==> config.mk <==
export PLATFORM = sky130hd
export DESIGN_NAME = bas_multistart_sched
export DESIGN_NICKNAME = d
export VERILOG_FILES = /design/src/rtl/bas_multistart_sched.sv
export SDC_FILE = /design/constraint.sdc
export NUM_CORES = 1
export LEC_CHECK = 0
export CORE_ASPECT_RATIO = 1.5
export CORE_MARGIN = 2
export CORE_UTILIZATION = 54
export DETAILED_ROUTE_END_ITERATION = 10
export HOLD_SLACK_MARGIN = 0.06
export PLACE_DENSITY = 0.86
export SLEW_MARGIN = 20
export SYNTH_ARGS = -nofsm -noshare
export SYNTH_HDL_FRONTEND = slang
export SYNTH_SLANG_ARGS = --single-unit
==> constraint.sdc <==
create_clock -name clock -period 4 [get_ports clock]
set_input_delay 0.4 -clock clock [delete_from_list [all_inputs] [get_ports clock]]
set_output_delay 0.4 -clock clock [all_outputs]
set_load 0.02 [all_outputs]
==> src/rtl/bas_multistart_sched.sv <==
// Multi-start scheduler for the bas beetle-antennae-search core.
// Runs the core NUM_RUNS times from a lattice of start points and per-run
// seeds, guards each run with a timeout and keeps the global best result.
module bas_multistart_sched #(
    parameter int unsigned NUM_RUNS       = 8,
    parameter logic [8:0]  SEED_STEP      = 9'd37,
    parameter int unsigned TIMEOUT_MARGIN = 16
) (
    input  logic               clock,
    input  logic               reset,
    input  logic               start,
    input  logic [8:0]         iterations,
    input  logic [8:0]         seed_x_base,
    input  logic [8:0]         seed_y_base,
    input  logic signed [15:0] x_base,
    input  logic signed [15:0] y_base,
    input  logic signed [15:0] x_step,
    input  logic signed [15:0] y_step,
    output logic               busy,
    output logic               done,
    output logic               error,
    output logic signed [15:0] best_x,
    output logic signed [15:0] best_y,
    output logic signed [39:0] best_value,
    output logic [7:0]         best_run,
    output logic [7:0]         runs_done,
    output logic               core_reset,
    output logic               core_load,
    output logic [8:0]         core_seed_x,
    output logic [8:0]         core_seed_y,
    output logic [8:0]         core_iterations,
    output logic signed [15:0] core_x,
    output logic signed [15:0] core_y,
    input  logic               core_done,
    input  logic signed [15:0] core_x_extreme,
    input  logic signed [15:0] core_y_extreme,
    input  logic signed [39:0] core_out_value
);

    typedef enum logic [2:0] {
        S_IDLE = 3'd0,
        S_RST  = 3'd1,
        S_LOAD = 3'd2,
        S_RUN  = 3'd3,
        S_CMP  = 3'd4,
        S_FIN  = 3'd5
    } state_t;

    localparam logic [7:0]  LAST_RUN = 8'(NUM_RUNS - 1);
    localparam logic [10:0] MARGIN_W = 11'(TIMEOUT_MARGIN);

    // A zero seed would lock the core's LFSR, so it is replaced by 1.
    function automatic logic [8:0] seed_guard(input logic [8:0] s);
        logic [8:0] r;
        if (s == 9'd0) begin
            r = 9'd1;
        end else begin
            r = s;
        end
        return r;
    endfunction

    state_t state_q, state_d;

    logic [8:0]         iter_q, iter_d;
    logic signed [15:0] step_x_q, step_x_d, step_y_q, step_y_d;
    logic signed [15:0] pos_x_q, pos_x_d, pos_y_q, pos_y_d;
    logic [8:0]         sx_acc_q, sx_acc_d, sy_acc_q, sy_acc_d;
    logic [7:0]         run_q, run_d;
    logic [10:0]        tcnt_q, tcnt_d;
    logic               skip_q, skip_d;
    logic signed [15:0] best_x_q, best_x_d, best_y_q, best_y_d;
    logic signed [39:0] best_value_q, best_value_d;
    logic [7:0]         best_run_q, best_run_d;
    logic [7:0]         runs_done_q, runs_done_d;
    logic               error_q, error_d;
    logic               busy_q, busy_d;
    logic               done_q, done_d;
    logic               core_reset_q, core_reset_d;
    logic               core_load_q, core_load_d;
    logic signed [15:0] core_x_q, core_x_d, core_y_q, core_y_d;
    logic [8:0]         core_sx_q, core_sx_d, core_sy_q, core_sy_d;

    logic [10:0]        limit_s;
    logic               timeout_s;
    logic               accept_s;

    assign limit_s  = {2'b00, iter_q} + MARGIN_W;
    assign accept_s = (state_q == S_IDLE) && start;

    // State register.
    always_ff @(posedge clock) begin
        if (reset) begin
            state_q <= S_IDLE;
        end else begin
            state_q <= state_d;
        end
    end

    // Next-state logic; core_done has priority over the timeout.
    always_comb begin
        state_d   = state_q;
        timeout_s = 1'b0;
        case (state_q)
            S_IDLE: begin
                if (start) begin
                    state_d = S_RST;
                end else begin
                    state_d = S_IDLE;
                end
            end
            S_RST:  state_d = S_LOAD;
            S_LOAD: state_d = S_RUN;
            S_RUN: begin
                if (core_done) begin
                    state_d = S_CMP;
                end else if (tcnt_q == limit_s) begin
                    state_d   = S_CMP;
                    timeout_s = 1'b1;
                end else begin
                    state_d = S_RUN;
                end
            end
            S_CMP: begin
                if (run_q == LAST_RUN) begin
                    state_d = S_FIN;
                end else begin
                    state_d = S_RST;
                end
            end
            S_FIN:   state_d = S_IDLE;
            default: state_d = S_IDLE;
        endcase
    end

    // Control outputs, decoded from the next state so the registered copies line up with the state.
    always_comb begin
        busy_d       = 1'b1;
        done_d       = 1'b0;
        core_reset_d = 1'b0;
        core_load_d  = 1'b0;
        case (state_d)
            S_IDLE: begin
                busy_d       = 1'b0;
                core_reset_d = 1'b1;
            end
            S_RST:   core_reset_d = 1'b1;
            S_LOAD:  core_load_d  = 1'b1;
            S_RUN:   core_load_d  = 1'b0;
            S_CMP:   core_load_d  = 1'b0;
            S_FIN:   done_d       = 1'b1;
            default: busy_d       = 1'b0;
        endcase
    end

    // Datapath: config latch, start-point/seed accumulators, timeout counter, best tracking.
    always_comb begin
        iter_d       = iter_q;
        step_x_d     = step_x_q;
        step_y_d     = step_y_q;
        pos_x_d      = pos_x_q;
        pos_y_d      = pos_y_q;
        sx_acc_d     = sx_acc_q;
        sy_acc_d     = sy_acc_q;
        run_d        = run_q;
        tcnt_d       = tcnt_q;
        skip_d       = skip_q;
        best_x_d     = best_x_q;
        best_y_d     = best_y_q;
        best_value_d = best_value_q;
        best_run_d   = best_run_q;
        runs_done_d  = runs_done_q;
        error_d      = error_q;
        core_x_d     = core_x_q;
        core_y_d     = core_y_q;
        core_sx_d    = core_sx_q;
        core_sy_d    = core_sy_q;

        if (accept_s) begin
            iter_d       = iterations;
            step_x_d     = x_step;
            step_y_d     = y_step;
            pos_x_d      = x_base;
            pos_y_d      = y_base;
            sx_acc_d     = seed_x_base;
            sy_acc_d     = seed_y_base;
            run_d        = 8'd0;
            best_value_d = 40'sh7FFFFFFFFF;
            best_x_d     = 16'sd0;
            best_y_d     = 16'sd0;
            best_run_d   = 8'd0;
            runs_done_d  = 8'd0;
            error_d      = 1'b0;
        end else if (state_q == S_LOAD) begin
            tcnt_d = 11'd0;
            skip_d = 1'b0;
        end else if (state_q == S_RUN) begin
            tcnt_d = tcnt_q + 11'd1;
            if (timeout_s) begin
                error_d = 1'b1;
                skip_d  = 1'b1;
            end else begin
                skip_d = 1'b0;
            end
        end else if (state_q == S_CMP) begin
            // Strict less-than: on a tie the earlier run stays best.
            if (!skip_q && (core_out_value < best_value_q)) begin
                best_value_d = core_out_value;
                best_x_d     = core_x_extreme;
                best_y_d     = core_y_extreme;
                best_run_d   = run_q;
            end else begin
                best_value_d = best_value_q;
            end
            runs_done_d = runs_done_q + 8'd1;
            if (run_q != LAST_RUN) begin
                run_d    = run_q + 8'd1;
                pos_x_d  = pos_x_q + step_x_q;
                pos_y_d  = pos_y_q + step_y_q;
                sx_acc_d = sx_acc_q + SEED_STEP;
                sy_acc_d = sy_acc_q + SEED_STEP;
            end else begin
                run_d = run_q;
            end
        end else begin
            tcnt_d = tcnt_q;
        end

        // Core configuration is refreshed only on entry to RST and then held.
        if (state_d == S_RST) begin
            core_x_d  = pos_x_d;
            core_y_d  = pos_y_d;
            core_sx_d = seed_guard(sx_acc_d);
            core_sy_d = seed_guard(sy_acc_d);
        end else begin
            core_x_d = core_x_q;
        end
    end

    // Datapath and output registers.
    always_ff @(posedge clock) begin
        if (reset) begin
            iter_q       <= 9'd0;
            step_x_q     <= 16'sd0;
            step_y_q     <= 16'sd0;
            pos_x_q      <= 16'sd0;
            pos_y_q      <= 16'sd0;
            sx_acc_q     <= 9'd1;
            sy_acc_q     <= 9'd1;
            run_q        <= 8'd0;
            tcnt_q       <= 11'd0;
            skip_q       <= 1'b0;
            best_x_q     <= 16'sd0;
            best_y_q     <= 16'sd0;
            best_value_q <= 40'sd0;
            best_run_q   <= 8'd0;
            runs_done_q  <= 8'd0;
            error_q      <= 1'b0;
            busy_q       <= 1'b0;
            done_q       <= 1'b0;
            core_reset_q <= 1'b1;
            core_load_q  <= 1'b0;
            core_x_q     <= 16'sd0;
            core_y_q     <= 16'sd0;
            core_sx_q    <= 9'd1;
            core_sy_q    <= 9'd1;
        end else begin
            iter_q       <= iter_d;
            step_x_q     <= step_x_d;
            step_y_q     <= step_y_d;
            pos_x_q      <= pos_x_d;
            pos_y_q      <= pos_y_d;
            sx_acc_q     <= sx_acc_d;
            sy_acc_q     <= sy_acc_d;
            run_q        <= run_d;
            tcnt_q       <= tcnt_d;
            skip_q       <= skip_d;
            best_x_q     <= best_x_d;
            best_y_q     <= best_y_d;
            best_value_q <= best_value_d;
            best_run_q   <= best_run_d;
            runs_done_q  <= runs_done_d;
            error_q      <= error_d;
            busy_q       <= busy_d;
            done_q       <= done_d;
            core_reset_q <= core_reset_d;
            core_load_q  <= core_load_d;
            core_x_q     <= core_x_d;
            core_y_q     <= core_y_d;
            core_sx_q    <= core_sx_d;
            core_sy_q    <= core_sy_d;
        end
    end

    assign busy            = busy_q;
    assign done            = done_q;
    assign error           = error_q;
    assign best_x          = best_x_q;
    assign best_y          = best_y_q;
    assign best_value      = best_value_q;
    assign best_run        = best_run_q;
    assign runs_done       = runs_done_q;
    assign core_reset      = core_reset_q;
    assign core_load       = core_load_q;
    assign core_seed_x     = core_sx_q;
    assign core_seed_y     = core_sy_q;
    assign core_iterations = iter_q;
    assign core_x          = core_x_q;
    assign core_y          = core_y_q;

endmodule

### After elaboration in Yosys (flattened, before gate mapping)

Index checks and enable logic that the tools add are counted.

* bitwise operators: 3
* reductions and logical operators: 19
* muxes and demuxes: 44
* $lt $le $gt $ge: 1
* add/subtract/negate cells: 8
* equality and inequality tests: 14

Operator list (number)
* two-way mux 39 bit: 5
* two-way mux 16 bit: 10
* two-way mux 9 bit: 12
* less-than comparator 40 bit: 1
* adder 16 bit: 2
* two-way mux 11 bit: 2
* adder 9 x 6 -> 9 bit, second input constant: 2
* zero test 9 bit: 2
* adder 8 x 1 -> 8 bit, second input constant: 2
* one-hot mux 3 bit (5 select lines): 1
* == test 3 x 2 -> 1 bit, second input constant: 4
* AND reduction 4 bit: 3
* adder 11 x 1 -> 11 bit, second input constant: 1
* == test 11 x 10 -> 1 bit: 1
* two-way mux 1 bit: 11
* adder 9 x 5 -> 10 bit, second input constant: 1
* == test 3 bit, second input constant: 3
* two-way mux 3 bit: 3
* == test 8 x 3 -> 1 bit, second input constant: 1
* != test 8 x 3 -> 1 bit, second input constant: 1
* == test 3 x 1 -> 1 bit, second input constant: 2
* zero test 3 bit: 2
* AND reduction 3 bit: 2
* nonzero test 2 bit: 3
* 7 further kinds: 12

* input bits: 167
* output and inout port bits: 152
* logic and storage cells: 115
* bits in registers: 257

### Logic depth before layout (Yosys ltp)

* depth in word-level cells: 8
* mapped depth: 12
* mapped depth without buffers: 11

### Worst setup path before layout

No wires, ideal clock.

* kind: register to register
* start: reg best_value_q[39], in the netlist best_value[39]
* end: reg best_value_q[10], in the netlist best_value[10]
* cell stages (with the launch flop): 12
* arrival time: 2.685 ns
* slack: 1.164 ns
* buffers on the path: 2
* required time: 3.849 ns
* period minus slack after synthesis: 2.836 ns
* setup time: 0.151 ns
* cell sequence: dfxtp_1 > inv_1 > ha_1 > nand4_2 > or4_1 > and3b_2 > nand4_4 > and4_1 > buf_4 > nor2_8 > buf_12 > a311oi_2

* word-level cells in the longest chain between the ends: 4

Ends and longest elaborated chain
* start, declared: line 73 `logic signed [39:0] best_value_q, best_value_d;`
* start signal, assigned: line 280 `best_value_q <= best_value_d;`
* less-than comparator 40 bit: line 207 `if (!skip_q && (core_out_value < best_value_q)) begin`
* logical AND 1 bit: line 207
* nonzero test 2 bit (no source line)
* AND reduction 4 bit (no source line)

Every way passes these cells.
A chain may end at the register's enable or synchronous reset.

### Final worst setup path

* start: reg best_value_q[37], in the netlist best_value[37]
* end: reg best_x_q[1], in the netlist best_x[1]

* word-level cells in the longest chain between the ends: 3

Ends and longest elaborated chain
* less-than comparator 40 bit: line 207
* logical AND 1 bit: line 207
* AND reduction 4 bit (no source line)
* end signal, assigned: line 278 `best_x_q <= best_x_d;`
* end, declared: line 72 `logic signed [15:0] best_x_q, best_x_d, best_y_q, best_y_d;`

Every way passes these cells.

==> metrics.md <==
| Metric | Value |
|---|---|
| # hold bufs at CTS | `0` |
| Slowest CP cell | `a211oi_2` |
| Final Max Slew Viols | `0` |
| Max rail drop VDD | `0.368 mV` |
| Die Wd | `130 um` |
| CP most frequent cell | `a21o_1` |
| Post-CTS Setup Inserts | `0` |
| Status | `finished clean` |
| Max Clock Freq | `0.303 GHz` |
| Post-synth EDFFs | `0` |
| Clk_lat worst skew | `520 ps` |
| WS Path Type | `reg -> reg` |
| Initial antenna violation count | `2` |
| #FFs+latches synth | `257` |
| CTS sink count | `257` |
| Yosys top cell area share | `39.9%` |
| Max-Cap Viols | `0` |
| Row count | `69` |
| Synth area leader | `dfxtp_1` |
| Number of global-route vias before repair | `12600` |
| Slowest cell delay on critical path | `430 ps` |
| Final WL | `37500 um` |
| CTS H-tree depth | `1` |
| Placed Cells | `2099` |
| Total Routing Usage GR | `29.0%` |
| Critical-path cell list | `inv_1, ha_1, a21o_1, a21o_1, a221oi_1, o21ai_1, a211oi_2, and4_1, buf_4, o21ai_0, a21oi_1` |
| Final period util | `82.4%` |
| Critical path endpoint category | `register` |
| Proportion of layout cells with a drive suffix above 1 | `6.58%` |
| Static Leakage | `6.42 nW` |
| HPWL Detailed | `26300 um` |
| CTS Root Cell | `clkbuf_16` |
| Hold Path Class | `in -> reg` |
| DRC | `0` |
| Via total after detailed routing | `12400` |
| Leading cell type in the layout, fill and taps excluded | `clkdlybuf4s50_1` |
| GRT Max-Usage Layer | `met2` |
| CP max FO | `44` |
| Die area | `25200 sq um` |
| GP Congestion | `0.873` |
| Remaining antenna violation count | `0` |
| Final setup TNS | `0 ps` |
| Critical path's top delay family | `compound AO/OA/AOI/OAI gates` |
| Initial core utilization | `54.8%` |
| Final Hold Fails | `0` |
| Cells after synthesis | `1547` |
| Die Span Y | `193 um` |
| Final number of setup-violating endpoints | `0` |
| Unique masters post-synth | `68` |
| CTS resizes | `0` |
| CP Data Arrival Time | `3720 ps` |
| Final worst slack | `705 ps` |
| Global-route wire length before repair | `60700 um` |
| Non-filler cells, final | `2144` |
| Worst-path clk slew | `70 ps` |
| Post-synth ARST share | `0%` |
| Worst slew pin tran | `736 ps` |
| Core area | `23600 sq um` |
| RSZ-0062 raised after global routing | `no` |
| Maximum number of pins on one net before global-route repair | `98` |
| Clock Tree Buf Depth | `3` |
| Syn Nets | `1792` |
| Min Hold Slack | `377 ps` |
| CP bufs+invs | `2` |
| Final core utilization | `72.5%` |
| Synth-to-layout area growth | `32.4%` |
| Port buffer count | `318` |
| Most frequent cells in the layout | `317 x clkdlybuf4s50_1, 257 x dfxtp_1, 221 x a21oi_1` |
| DRT Pass-1 Iters | `5` |
| Synth Area per Inst | `8.34 sq um` |
| WL/cell | `17.5 um` |
| Met3 global-route usage | `5.01%` |
| GR Overflow Total | `0` |
| # nets final | `2052` |
| Clock Skews | `14.3 ps` |
| Grt met2 use | `52.5%` |
| Pre-CTS WS | `312 ps` |
| Power density over the cells | `399 nW/um^2` |
| Reg-to-reg setup timing slack | `700 ps` |
| GR Layer Usage met1 | `31.6%` |
| Mapped Area | `12900 sq um` |
| Ports | `319` |
| Vias/cell | `5.80` |
| Post-layout minimum cycle time | `3300 ps` |
| Setup crit start kind | `register` |
| Yosys warning count | `0` |
| Slew margin rel. | `50.9%` |
| Worst path required time | `4420 ps` |
| CTS tree | `done` |
| 1st-iter DRT viols | `796` |
| Sequential area share after synthesis | `39.9%` |
| Ranking of synthesized cells by area | `dfxtp_1 40%, a21oi_1 8.6%, ha_1 7.4%, nand2_1 5.4%, nor2_1 4.0%` |
| Synth Flop Type | `dfxtp_1` |
| TritonCTS buffer count | `25` |
==> worst register-to-register path: cells and delay by family, from the launching register on <==
family	cells	cell delay (ps)
adder cells (fa/ha/maj)	1	320
buffers and inverters	2	480
flip-flops	1	370
AO/OA/AOI/OAI	7	1630
AND/OR/NAND/NOR	1	390
==> cells in the mapped netlist (10+ instances only) <==
master / n
nor2b_1: 12
a21o_1: 10
nand2b_1: 10
ha_1: 76
xnor2_1: 34
nor2_1: 137
a211oi_1: 34
dfxtp_1: 257
nand4_1: 10
a311oi_1: 16
buf_1: 10
clkbuf_1: 67
nand2_1: 184
a21oi_1: 221
xor2_1: 27
o21ai_0: 86
inv_1: 56
buf_2: 19
a311oi_2: 30
a31oi_1: 20
nand3_1: 70
nor3_1: 23
==> registers in the layout, summed over array words and instances, names as in the netlist, 3 cells and up <==
register / count
core_iterations: 9
best_x: 16
best_run: 8
pos_x_q: 16
state_q: 3
tcnt_q: 11
best_value: 40
sx_acc_q: 9
best_y: 16
core_seed_y: 9
pos_y_q: 16
step_y_q: 16
core_y: 16
core_x: 16
sy_acc_q: 9
core_seed_x: 9
run_q: 8
step_x_q: 16
runs_done: 8
==> per-layer routing <==
| metal | vias up | wire (um) |
|---|---|---|
| li1 | 6035 | - |
| met4 | 0 | 1830 |
| met2 | 411 | 19300 |
| met1 | 5880 | 13800 |
| met3 | 112 | 2590 |
| met5 | - | 0 |
==> final timing paths <==
path | start | end | depth (start not counted)
worst min register to register | step_y_q[11] | step_y_q[11] | 2
worst max-delay path | best_value[37] | best_x[1] | 11
worst min-delay path | reset | pos_x_q[13] | 2
worst max register to register | best_value[37] | best_x[1] | 11
==> cell families after synthesis <==
| group | Yosys count | synth area share (%) |
|---|---|---|
| compound gates | 483 | 24.6 |
| buf+inv | 160 | 5.28 |
| flops | 257 | 39.9 |
| xor+xnor | 61 | 4.14 |
| mux | 8 | 0.620 |
| simple gates | 500 | 17.9 |
| fa+ha+maj | 78 | 7.68 |
==> layout make-up <==
type | count | area, sq um
antenna | 2 | 5.00
clock buffer | 35 | 733
tap | 319 | 399
sequential | 257 | 5140
multi-input combinational | 1130 | 7120
timing repair buffer | 337 | 3360
clock inverter | 8 | 119
inverter | 56 | 210
fill | 1772 | 6470
==> per-stage QoR <==
step | total power [mW] | cell area [sq um]
6_report | 6.82 | 17100
5_1_grt | 7.13 | 17100
4_1_cts | 6.85 | 17100
3_5_place_dp | 4.40 | 16200
3_3_place_gp | 4.37 | 16200
2_1_floorplan | 3.79 | 12900
==> power by group <==
group,switching (mW),internal (mW),leakage [nW]
Clock,0.993,1.46,0.425
Sequential,0.133,2.74,2.10
Combinational,0.815,0.675,3.89
Total,1.94,4.88,6.42
Note: power is estimated with default switching activity, not from simulation.
